<file path="config.mk">
export PLATFORM = sky130hd
export DESIGN_NAME = ws2812_frame_driver_flat
export DESIGN_NICKNAME = d
export VERILOG_FILES = /design/src/rtl/ws2812_pkg.sv /design/src/rtl/ws2812_frame_driver_if.sv /design/src/rtl/ws2812_bit_encoder.sv /design/src/rtl/ws2812_frame_driver.sv /design/src/flat_wrapper.sv
export SDC_FILE = /design/constraint.sdc
export NUM_CORES = 1
export LEC_CHECK = 0
export CAP_MARGIN = 0
export CORE_ASPECT_RATIO = 2
export CORE_UTILIZATION = 50
export CTS_CLUSTER_DIAMETER = 100
export DETAILED_ROUTE_END_ITERATION = 6
export PLACE_DENSITY = 0.71
export SLEW_MARGIN = 20
export SYNTH_ARGS = -nofsm -noshare
export SYNTH_HDL_FRONTEND = slang
export SYNTH_SLANG_ARGS = --single-unit
</file>
<file path="constraint.sdc">
create_clock -name clock -period 7.8 [get_ports clock]
set_input_delay 0.78 -clock clock [delete_from_list [all_inputs] [get_ports clock]]
set_output_delay 0.78 -clock clock [all_outputs]
set_load 0.02 [all_outputs]
</file>
<file path="src/rtl/ws2812_pkg.sv">
// Shared types, default 50 MHz timing and the GRB reorder helper for the WS2812 frame driver.
package ws2812_pkg;

    typedef enum logic [2:0] {
        ST_IDLE,
        ST_LOAD,
        ST_HIGH,
        ST_LOW,
        ST_LATCH
    } state_t;

    localparam int DEF_NUM_LEDS = 8;
    localparam int DEF_T0H      = 20;
    localparam int DEF_T1H      = 40;
    localparam int DEF_TBIT     = 63;
    localparam int DEF_TRESET   = 2600;

    // WS2812 parts shift green first, so the fader's RGB word is rearranged to GRB.
    function automatic logic [23:0] grb_reorder(input logic [23:0] rgb);
        return {rgb[15:8], rgb[23:16], rgb[7:0]};
    endfunction

endpackage

</file>
<file path="src/rtl/ws2812_frame_driver_if.sv">
// Colour/enable in, LED data line and frame status out, for the WS2812 frame driver.
interface ws2812_frame_driver_if;
    logic        enable;
    logic [23:0] cor_in;
    logic        dout;
    logic        busy;
    logic        frame_done;

    modport master (output enable, output cor_in, input dout, input busy, input frame_done);
    modport slave  (input enable, input cor_in, output dout, output busy, output frame_done);
endinterface

</file>
<file path="src/rtl/ws2812_bit_encoder.sv">
// Produces one WS2812 bit waveform per start pulse; bit_val is read live throughout the bit.
module ws2812_bit_encoder #(
    parameter int T0H  = 20,
    parameter int T1H  = 40,
    parameter int TBIT = 63
) (
    input  logic clock,
    input  logic reset,
    input  logic start,
    input  logic bit_val,
    output logic dout,
    output logic high_done,
    output logic bit_done
);
    localparam int CW = $clog2(TBIT + 1);

    logic          active;
    logic [CW-1:0] cnt;
    logic [CW-1:0] high_time;

    assign high_time = bit_val ? CW'(T1H) : CW'(T0H);
    assign high_done = active && (cnt == high_time - CW'(1));
    assign bit_done  = active && (cnt == CW'(TBIT - 1));

    // A start on the last cycle of a bit chains the next bit with no gap.
    always_ff @(posedge clock or posedge reset) begin
        if (reset) begin
            active <= 1'b0;
            cnt    <= '0;
            dout   <= 1'b0;
        end else if (start) begin
            active <= 1'b1;
            cnt    <= '0;
            dout   <= 1'b1;
        end else if (active) begin
            if (cnt == CW'(TBIT - 1)) begin
                active <= 1'b0;
                cnt    <= '0;
                dout   <= 1'b0;
            end else begin
                cnt  <= cnt + CW'(1);
                dout <= (cnt + CW'(1)) < high_time;
            end
        end
    end

endmodule

</file>
<file path="src/rtl/ws2812_frame_driver.sv">
// Latches one colour per frame and streams it to every LED, followed by the latch gap.
module ws2812_frame_driver
    import ws2812_pkg::*;
#(
    parameter int NUM_LEDS = DEF_NUM_LEDS,
    parameter int T0H      = DEF_T0H,
    parameter int T1H      = DEF_T1H,
    parameter int TBIT     = DEF_TBIT,
    parameter int TRESET   = DEF_TRESET
) (
    input logic clock,
    input logic reset,
    ws2812_frame_driver_if.slave bus
);
    localparam int MAXP = (TBIT > TRESET) ? TBIT : TRESET;
    localparam int PW   = $clog2(MAXP + 1);
    localparam int LW   = $clog2(NUM_LEDS + 1);

    state_t        state;
    logic [23:0]   shadow;
    logic [4:0]    bit_idx;
    logic [LW-1:0] led_cnt;
    logic [PW-1:0] latch_cnt;
    logic          busy_q;
    logic          frame_done_q;

    logic enc_start;
    logic enc_dout;
    logic high_done;
    logic bit_done;
    logic last_bit;

    assign last_bit  = (bit_idx == 5'd0) && (led_cnt == LW'(NUM_LEDS - 1));
    assign enc_start = (state == ST_LOAD) || ((state == ST_LOW) && bit_done && !last_bit);

    ws2812_bit_encoder #(
        .T0H  (T0H),
        .T1H  (T1H),
        .TBIT (TBIT)
    ) u_encoder (
        .clock     (clock),
        .reset     (reset),
        .start     (enc_start),
        .bit_val   (shadow[bit_idx]),
        .dout      (enc_dout),
        .high_done (high_done),
        .bit_done  (bit_done)
    );

    assign bus.dout       = enc_dout;
    assign bus.busy       = busy_q;
    assign bus.frame_done = frame_done_q;

    always_ff @(posedge clock or posedge reset) begin
        if (reset) begin
            state        <= ST_IDLE;
            shadow       <= '0;
            bit_idx      <= '0;
            led_cnt      <= '0;
            latch_cnt    <= '0;
            busy_q       <= 1'b0;
            frame_done_q <= 1'b0;
        end else begin
            frame_done_q <= 1'b0;
            case (state)
                ST_IDLE: begin
                    if (bus.enable) begin
                        state  <= ST_LOAD;
                        busy_q <= 1'b1;
                    end
                end
                ST_LOAD: begin
                    shadow  <= grb_reorder(bus.cor_in);
                    bit_idx <= 5'd23;
                    led_cnt <= '0;
                    state   <= ST_HIGH;
                end
                ST_HIGH: begin
                    if (high_done) state <= ST_LOW;
                end
                ST_LOW: begin
                    if (bit_done) begin
                        if (bit_idx != 5'd0) begin
                            bit_idx <= bit_idx - 5'd1;
                            state   <= ST_HIGH;
                        end else if (!last_bit) begin
                            // Every LED in the chain gets the same shadowed colour.
                            led_cnt <= led_cnt + LW'(1);
                            bit_idx <= 5'd23;
                            state   <= ST_HIGH;
                        end else begin
                            latch_cnt    <= '0;
                            frame_done_q <= (TRESET == 1);
                            state        <= ST_LATCH;
                        end
                    end
                end
                ST_LATCH: begin
                    latch_cnt <= latch_cnt + PW'(1);
                    if (latch_cnt == PW'(TRESET - 2)) frame_done_q <= 1'b1;
                    if (latch_cnt == PW'(TRESET - 1)) begin
                        if (bus.enable) begin
                            state <= ST_LOAD;
                        end else begin
                            state  <= ST_IDLE;
                            busy_q <= 1'b0;
                        end
                    end
                end
                default: begin
                    state  <= ST_IDLE;
                    busy_q <= 1'b0;
                end
            endcase
        end
    end

endmodule

</file>
<file path="src/flat_wrapper.sv">
// flat-port wrapper written by rule: the top's interface ports become plain ports
module ws2812_frame_driver_flat import ws2812_pkg::*;
#(
    parameter int NUM_LEDS = DEF_NUM_LEDS,
    parameter int T0H      = DEF_T0H,
    parameter int T1H      = DEF_T1H,
    parameter int TBIT     = DEF_TBIT,
    parameter int TRESET   = DEF_TRESET
)
  (clock, reset, bus_enable, bus_cor_in, bus_dout, bus_busy, bus_frame_done);
  ws2812_frame_driver_if bus_i ();
  input logic clock;
  input logic reset;
  input wire logic [$bits(bus_i.enable)-1:0] bus_enable;
  input wire logic [$bits(bus_i.cor_in)-1:0] bus_cor_in;
  output wire logic [$bits(bus_i.dout)-1:0] bus_dout;
  output wire logic [$bits(bus_i.busy)-1:0] bus_busy;
  output wire logic [$bits(bus_i.frame_done)-1:0] bus_frame_done;
  assign bus_i.enable = bus_enable;
  assign bus_i.cor_in = bus_cor_in;
  assign bus_dout = bus_i.dout;
  assign bus_busy = bus_i.busy;
  assign bus_frame_done = bus_i.frame_done;
  ws2812_frame_driver #(.NUM_LEDS(NUM_LEDS), .T0H(T0H), .T1H(T1H), .TBIT(TBIT), .TRESET(TRESET)) u_core (.clock(clock), .reset(reset), .bus(bus_i));
endmodule
</file>
; Yosys cells after proc, flatten, opt, wreduce, memory -nomap -nowiden
; Index checks and enable logic that the tools add are counted.
[word_totals]
regBits = 58
output_inout_bits = 3
word_cells = 93
[op_classes]
n_addsub = 5
n_lt_le_gt_ge = 2
eq_ne = 18
muxes = 38
bitwise = 1
reduce_logical = 19
[ops]
columns = op, count
row1 = $mux W12, 3
row2 = $eq A12 B12 Y1 const B, 2
row3 = $mux W6, 4
row4 = $pmux W12 S2, 1
row5 = $mux W3, 6
row6 = $reduce_and A4 Y1, 4
row7 = $mux W5, 3
row8 = $pmux W3 S5, 1
row9 = $mux W1, 13
row10 = $add A12 B1 Y12 const B, 1
row11 = $mux W4, 3
row12 = $pmux W5 S2, 1
row13 = $ne A2 B1 Y1 const B, 4
row14 = $ne A2 B2 Y1 const B, 4
row15 = $pmux W4 S2, 1
row16 = $add A6 B1 Y6 const B, 1
row17 = $eq A3 B2 Y1 const B, 2
row18 = $eq A6 B6 Y1, 1
row19 = $eq A6 B6 Y1 const B, 1
row20 = $lt A5 B6 Y1 const B, 1
row21 = $lt A6 B6 Y1, 1
row22 = $reduce_bool A2 Y1, 3
row23 = $sub A6 B1 Y6 const B, 1
row24 = $bmux W1 S5, 1
row25 = 16 further kinds, 20

; Depth between registers and ports, before layout
; Gate-level depths: netlist of run 1.
[logic_depth]
depth_word = 8
ltp_mapped = 10

; By module
; Synthesis of run 1 repeated with hierarchy kept, for this count alone.
[hier_totals]
cells_unflattened = 293
hier_area_um2 = 3258.1
[modules_own_cells]
columns = module, instances, cells_each, area_per_inst_um2, seq_area_each_um2
row1 = ws2812_frame_driver, 1, 228, 2671.3, 1251.2
row2 = ws2812_bit_encoder, 1, 65, 586.8, 200.2

; Worst setup path before layout of run 1
; No wires, ideal clock.
[synth_path]
kind = register to register
start = register u_core.bit_idx[0]
end = register u_core.latch_cnt[9]
arrival_time_ps = 2357
t_required_ps = 7675
setup_slack_ps = 5318
path_stages_with_launch = 10
period_less_slack_ps = 2482
path_cell_list = dfrtp_1 buf_2 inv_1 ha_1 or4b_4 nor4_4 a21oi_2 buf_6 nor3_1 mux2_2
[synth_between]
elab_chain_cells = 4
[synth_rtl]
columns = item, line_no
row1 = "start, declared", ws2812_frame_driver.sv:21  ; logic [4:0] bit_idx;
row2 = "start signal, assigned", ws2812_frame_driver.sv:84  ; bit_idx <= bit_idx - 5'd1;
row3 = $logic_not A5 Y1, ws2812_frame_driver.sv:33  ; assign last_bit = (bit_idx == 5'd0) && (led_cnt == LW'(NUM_LEDS - 1));
row4 = $logic_and A1 B1 Y1, ws2812_frame_driver.sv:33
row5 = $ne A2 B1 Y1 (no source line), -
row6 = $reduce_and A4 Y1 (no source line) (*), -
row7 = "end signal, assigned", ws2812_frame_driver.sv:99  ; latch_cnt <= latch_cnt + PW'(1);
row8 = "end, declared", ws2812_frame_driver.sv:23  ; logic [PW-1:0] latch_cnt;
; Every way passes the cells marked *; elsewhere a longest branch is shown, timed or not.
; A chain may end at the register's enable or synchronous reset.

; Worst setup path after layout of run 1
[layout_path]
start = register u_core.bit_idx[0]
end = register u_core.latch_cnt[11]
; Same word-level chain as after synthesis.

==> metrics.md, run 1 <==
| Metric | Value |
|---|---|
| Status | complete, no violations |
| CTS resizes | 0 |
| Drt first-iter violations | 101 |
| Min cycle time layout | 2.67 ns |
| Die W | 57.7 um |
| Setup CP Type | flop to flop |
| GR Overflow Total | 0 |
| CTS root buffer | clkbuf_16 |
| Total die area | 6540 um2 |
| Synth Flop Type | dfrtp_1 |
| Die height | 113 um |
| Type of origin of the critical path | flop |
| Synth top area share | 46.8% |
| Number of synthesized flops with an enable pin | 0 |
| # port buffers | 29 |
| Slowest stage delay, CP | 0.59 ns |
| Synth warn | 0 |
| Lkg Pwr | 1.68 nW |
| Pwr dens | 279 nW/um2 |
| Largest delay contributor family on the critical path | simple AND/OR/NAND/NOR gates |
| DP Wirelength | 4640 um |
| Min-Delay Path Depth | 1 |
| RSZ-0062 raised after global routing | false |
| Final #Nets | 365 |
| Rows | 40 |
| Commonest non-fill, non-tap cells in the layout | 58 x dfrtp_1, 29 x clkdlybuf4s50_1, 27 x nor2_1 |
| Core area | 6010 um2 |
| Initial Util | 51.6% |
| Pre-CTS WS | 5.13 ns |
| Cell taking the most area after synthesis | dfrtp_1 |
| Clock slew at reported path FFs | 0.05 ns |
| Clk_lat worst skew | 0.33 ns |
| Setup crit start | u_core.bit_idx[0] |
| I/O pins | 30 |
| Seq/Total Area, Yosys | 46.8% |
| Synthesized area | 3100 um2 |
| Gpl congestion | 0.818 |
| Total CTS buffers | 9 |
| Max-cap violation count | 0 |
| Peak Freq | 375 MHz |
| Synthesized area per cell | 10.4 um2 |
| Postcts setup bufs | 0 |
| Most common cell after layout, fill and taps aside | dfrtp_1 |
| Final Hold Vio Count | 0 |
| WP data arrival | 2.88 ns |
| Area after DPL | 3440 um2 |
| Finished Cell Area | 3750 um2 |
| Final Skew | 0.00769 ns |
| Top post-synthesis cells by area | dfrtp_1 47%, mux2_1 9.1%, ha_1 3.6% |
| Yosys reg bits | 58 |
| Remaining antenna violation count | 0 |
| Ys async rst share | 100% |
| Clock tree from TritonCTS | done |
| Setup violators final | 0 |
| Setup TNS Final | 0 ns |
| Hold WC Path Type | flop to flop |
| Period utilisation layout | 34.2% |
| Hold Path Origin | u_core.shadow[15] |
| # DRC | 0 |
| Setup ws final | 5.13 ns |
| Count of cell types in the netlist | 59 |
| Via-to-Cell Ratio | 5.93 |
| GR Util All Layers | 22.2% |
| Max-slew headroom at the worst pin | 52.0% |
| Max Transition Viols Final | 0 |
| Power Total | 1.05 mW |
| R2R Path Start | u_core.bit_idx[0] |
| CP Depth | 7 |
| Synthesized net count | 334 |
| Clock sinks | 58 |
| Critical Path, Cell by Cell | inv_1 > ha_1 > or4b_4 > nor4_4 > a21oi_2 > and4bb_1 > mux2_2 |
| H-tree Lvls | 3 |
| Reg2reg path depth | 7 |
| Data required, critical path | 8.01 ns |
| Final WL | 6320 um |
| 1st-pass router iterations | 6 |
| Worst VDD drop | 0.199 mV |
| First-pass GRT wire length | 10700 um |
| Critical Path End Type | flop |
| Vias | 2355 |
| Crit-path max FO | 12 |
| CTS Buffer Depth | 2 |
| Buf/Inv on CP | 1 |
| Layout Utilization | 62.4% |
| Largest net degree at the start of global routing | 59 |
| Number of global-route vias before repair | 2390 |
| Fraction of layout cells with a size suffix above 1 | 10.2% |
| Critical path's slowest cell | dfrtp_1 |
| # diodes | 0 |
| P&R area growth vs syn | 20.9% |
| Worst reg2reg setup slack | 5.13 ns |
| Slew @ Worst Pin | 0.720 ns |
| Initial antenna violation count | 0 |
| Cts hold-fix bufs | 0 |
| Post-synthesis cell count | 298 |
| Wirelength per Cell | 15.9 um |
==> worst register-to-register path: stages, from the launching register on <==
cell and delay (ns):
dfrtp_1 0.59, inv_1 0.19, ha_1 0.17, or4b_4 0.50
nor4_4 0.27, a21oi_2 0.19, and4bb_1 0.31, mux2_2 0.33
==> sequential cells by signal, indices dropped and copies added, names as in the netlist <==
register	cells
u_core.u_encoder.active	1
u_core.led_cnt	4
u_core.latch_cnt	12
u_core.bus.frame_done	1
u_core.u_encoder.dout	1
u_core.state	3
u_core.u_encoder.cnt	6
u_core.bit_idx	5
u_core.bus.busy	1
u_core.shadow	24
==> path summary, 6_finish.rpt <==
path / endpoint
setup / recovery: u_core.latch_cnt[11]
hold / removal: u_core.shadow[15]
setup reg to reg: u_core.latch_cnt[11]
hold reg to reg: u_core.shadow[15]
min in group asynchronous: u_core.shadow[18]
max in group asynchronous: u_core.shadow[14]
==> power breakdown <==
part	switching [mW]	internal, mW
combinational	0.115	0.118
clock	0.130	0.262
sequential	0.0631	0.358
==> area by class of cell <==
cell class | count | area, um2
multi-input cells | 213 | 1550
flip-flops and latches | 58 | 1450
well taps | 63 | 78.8
inverters | 15 | 56.3
fillers | 501 | 2260
repair buffers | 32 | 313
clock inverters | 5 | 52.6
clock buffers | 11 | 253
==> routing by layer <==
metal / vias to the layer above / wire (um) / GRT usage (%) / part of all wire [%]
met5: - / 0 / 0 / 0
met4: 0 / 257 / 13.8 / 4.1
met3: 18 / 179 / 6.24 / 2.8
met2: 46 / 3580 / 39.5 / 57
met1: 1155 / 2300 / 22.0 / 36
li1: 1136 / - / - / -
==> through the flow <==
stage               hold WS (ns)  std cells
finish                     0.484        397
global route               0.490        397
CTS                        0.485        397
detailed placement         0.474        381
global placement           0.466        381
floorplan                  0.452        298
==> cell usage after synthesis (2+ instances only) <==
master    number
a221oi_1       3
o21ai_1       17
nor3_1         9
nor2b_1        6
clkbuf_1       8
dfrtp_1       58
nand3_1       10
xnor2_1        3
mux2_2         2
xor2_1         3
a31oi_1        4
nor2_1        27
mux2_1        25
nor4b_1        3
o21ai_0        3
buf_2          2
inv_1         14
o211ai_1       2
nand2b_1       4
and3_1         3
nand2_1       21
ha_1           9
nand4_1        6
mux4_2         2
a21oi_1       13
mux2i_1        8
==> kinds of logic (layout without fill, tap and decap cells) <==
logic type	count (synthesis)	after routing	synth area share [%]
DFF	58	58	46.8
and+or+nand+nor	102	102	17.9
AOI/OAI and AO/OA	59	59	12.6
muxes	37	37	13.8
adders and majority gates	9	9	3.63
xor gates and xnor gates	6	6	1.69
buffers and inverters	27	63	3.59
Power figures use the tool's default switching activity.
==> run 2: changes to the inputs <==
Clock period 7.8 ns to 2.8 ns, I/O delays scaled along.
==> metrics.md, run 2 (synthesis gave the netlist of run 1 again) <==
| Metric | Value |
|---|---|
| Data required, critical path | 3.01 ns (was 8.01 ns) |
| Final Skew | 0.00461 ns (was 0.00769 ns) |
| Worst VDD drop | 0.496 mV (was 0.199 mV) |
| Clock tree from TritonCTS | done (unchanged) |
| Wirelength per Cell | 16.2 um (was 15.9 um) |
| Worst reg2reg setup slack | 0.34 ns (was 5.13 ns) |
| Setup crit start | u_core.bit_idx[1] (was u_core.bit_idx[0]) |
| Largest net degree at the start of global routing | 36 (was 59) |
| First-pass GRT wire length | 11000 um (was 10700 um) |
| Postcts setup bufs | 0 (unchanged) |
| I/O pins | 30 (unchanged) |
| Final WL | 6420 um (was 6320 um) |
| # diodes | 0 (unchanged) |
| Total CTS buffers | 9 (unchanged) |
| Via-to-Cell Ratio | 5.97 (was 5.93) |
| Min cycle time layout | 2.46 ns (was 2.67 ns) |
| 1st-pass router iterations | 6 (unchanged) |
| Slowest stage delay, CP | 0.50 ns (was 0.59 ns) |
| Number of global-route vias before repair | 2400 (was 2390) |
| Finished Cell Area | 3750 um2 (about the same) |
| Clock slew at reported path FFs | 0.05 ns (about the same) |
| Final #Nets | 367 (was 365) |
| Biggest regs | u_core.shadow: 24 flops, u_core.latch_cnt: 12 flops, u_core.u_encoder.cnt: 6 flops (unchanged) |
| Rows | 40 (unchanged) |
| Max-cap violation count | 0 (unchanged) |
| Final Hold Vio Count | 0 (unchanged) |
| Worst setup path endpoint | u_core.latch_cnt[11] (unchanged) |
| Critical Path, Cell by Cell | inv_1 > ha_1 > or4b_4 > nor4_4 > a21oi_2 > and4bb_1 > mux2_2 (unchanged) |
| CP Depth | 7 (unchanged) |
| Pwr dens | 766 nW/um2 (was 279 nW/um2) |
| Cts hold-fix bufs | 0 (unchanged) |
| Gpl congestion | 0.849 (was 0.818) |
| Max Transition Viols Final | 0 (unchanged) |
| Power Total | 2.88 mW (was 1.05 mW) |
| Core area | 6010 um2 (unchanged) |
| Fillers | 515 (was 501) |
| P&R area growth vs syn | 21.0% (was 20.9%) |
| Setup TNS Final | 0 ns (unchanged) |
| Commonest non-fill, non-tap cells in the layout | 58 x dfrtp_1, 29 x clkdlybuf4s50_1, 27 x nor2_1 (unchanged) |
| # DRC | 0 (unchanged) |
| FF-to-FF End | u_core.latch_cnt[11] (unchanged) |
| WP data arrival | 2.67 ns (was 2.88 ns) |
| Lkg Pwr | 1.68 nW (about the same) |
| Reg with most FFs | u_core.shadow (unchanged) |
| Period utilisation layout | 88.0% (was 34.2%) |
| Die W | 57.7 um (unchanged) |
| WHS | 0.339 ns (was 0.484 ns) |
| R2R Path Start | u_core.bit_idx[1] (was u_core.bit_idx[0]) |
| Crit-path max FO | 11 (was 12) |
| DP Cell Count | 383 (was 381) |
| DP Wirelength | 4720 um (was 4640 um) |
| Status | complete, no violations (unchanged) |
| Setup violators final | 0 (unchanged) |
| Most common cell after layout, fill and taps aside | dfrtp_1 (unchanged) |
| Remaining antenna violation count | 0 (unchanged) |
| Critical path's slowest cell | or4b_4 (was dfrtp_1) |
| Critical Path End Type | flop (unchanged) |
| GR Util All Layers | 22.7% (was 22.2%) |
| Fraction of layout cells with a size suffix above 1 | 9.91% (was 10.2%) |
| Drt first-iter violations | 130 (was 101) |
| H-tree Lvls | 3 (unchanged) |
| Largest delay contributor family on the critical path | simple AND/OR/NAND/NOR gates (unchanged) |
| CTS root buffer | clkbuf_16 (unchanged) |
| Clock sinks | 58 (unchanged) |
| Buf/Inv on CP | 1 (unchanged) |
| Largest register FFs | 24 (unchanged) |
| Peak Freq | 406 MHz (was 375 MHz) |
| Setup CP Type | flop to flop (unchanged) |
| Type of origin of the critical path | flop (unchanged) |
| Area after DPL | 3470 um2 (was 3440 um2) |
| GR Overflow Total | 0 (unchanged) |
| # port buffers | 29 (unchanged) |
| Initial Util | 51.6% (unchanged) |
| Vias | 2365 (was 2355) |
| CTS resizes | 0 (unchanged) |
| Clk_lat worst skew | 0.33 ns (about the same) |
| Hold WC Path Type | input port to async pin (was flop to flop) |
| Initial antenna violation count | 0 (unchanged) |
| CTS Buffer Depth | 2 (unchanged) |
| Slew @ Worst Pin | 0.550 ns (was 0.720 ns) |
| Die height | 113 um (unchanged) |
| Finished Layout Cells | 396 (was 397) |
| Total die area | 6540 um2 (unchanged) |
| Max-slew headroom at the worst pin | 62.8% (was 52.0%) |
| Reg2reg path depth | 7 (unchanged) |
| RSZ-0062 raised after global routing | false (unchanged) |
## run 2: cell count changes in the layout (fill, tap and decap cells not counted)
cell and delta:
buf_12 +1, buf_4 +1, clkbuf_8 -1, clkinv_2 -2
## run 2: cell type report
class / instances / area [um2] / share of cell area (%)
Clock buffer: 10 / 239 / 6.37
Clock inverter: 3 / 42.5 / 1.13
Inverter: 15 / 56.3 / 1.50
Multi-Input combinational cell: 213 / 1550 / 41.2
Sequential cell: 58 / 1450 / 38.7
Tap cell: 63 / 78.8 / 2.10
Timing Repair Buffer: 34 / 340 / 9.07
## run 2: worst min-delay path by stage
stage / startpoint / to / slack (ns) / cells after the start
after floorplan: bus_cor_in[2] / u_core.shadow[2] / 0.41 / 1
after global placement: u_core.shadow[22] / u_core.shadow[22] / 0.47 / 1
after detailed placement: u_core.shadow[22] / u_core.shadow[22] / 0.48 / 1
after CTS: reset / u_core.shadow[17] / 0.35 / 2
after global routing: reset / u_core.shadow[17] / 0.38 / 2
final: reset / u_core.shadow[17] / 0.34 / 2
## run 2: worst reg2reg max path, delay by kind of cell (launching register included)
kind	cells	cell delay (ns)
simple gates	3	1.09
flops	1	0.45
mux	1	0.33
compound gates	1	0.19
fa+ha+maj	1	0.16
buf+inv	1	0.13
## run 2: routing by layer
| layer | up-vias | wire length, um | global-route usage [%] |
|---|---|---|---|
| met2 | 41 | 3660 | 41.3 |
| met3 | 21 | 152 | 5.10 |
| met5 | - | 0 | 0 |
| met1 | 1173 | 2350 | 22.5 |
| met4 | 0 | 249 | 14.3 |
| li1 | 1130 | - | - |
## run 2: power by group
group          internal (mW)  switching (mW)
clock                  0.693           0.346
combinational          0.335           0.342
sequential             0.998           0.163
total                   2.03           0.850
## run 2: through the flow
step / setup WS (ns) / util (%)
after global placement: 0.386 / 57.8
after floorplan: 0.318 / -
after detailed placement: 0.329 / 57.8
after global routing: 0.0459 / 62.5
after CTS: 0.323 / 62.5
final: 0.335 / 62.5
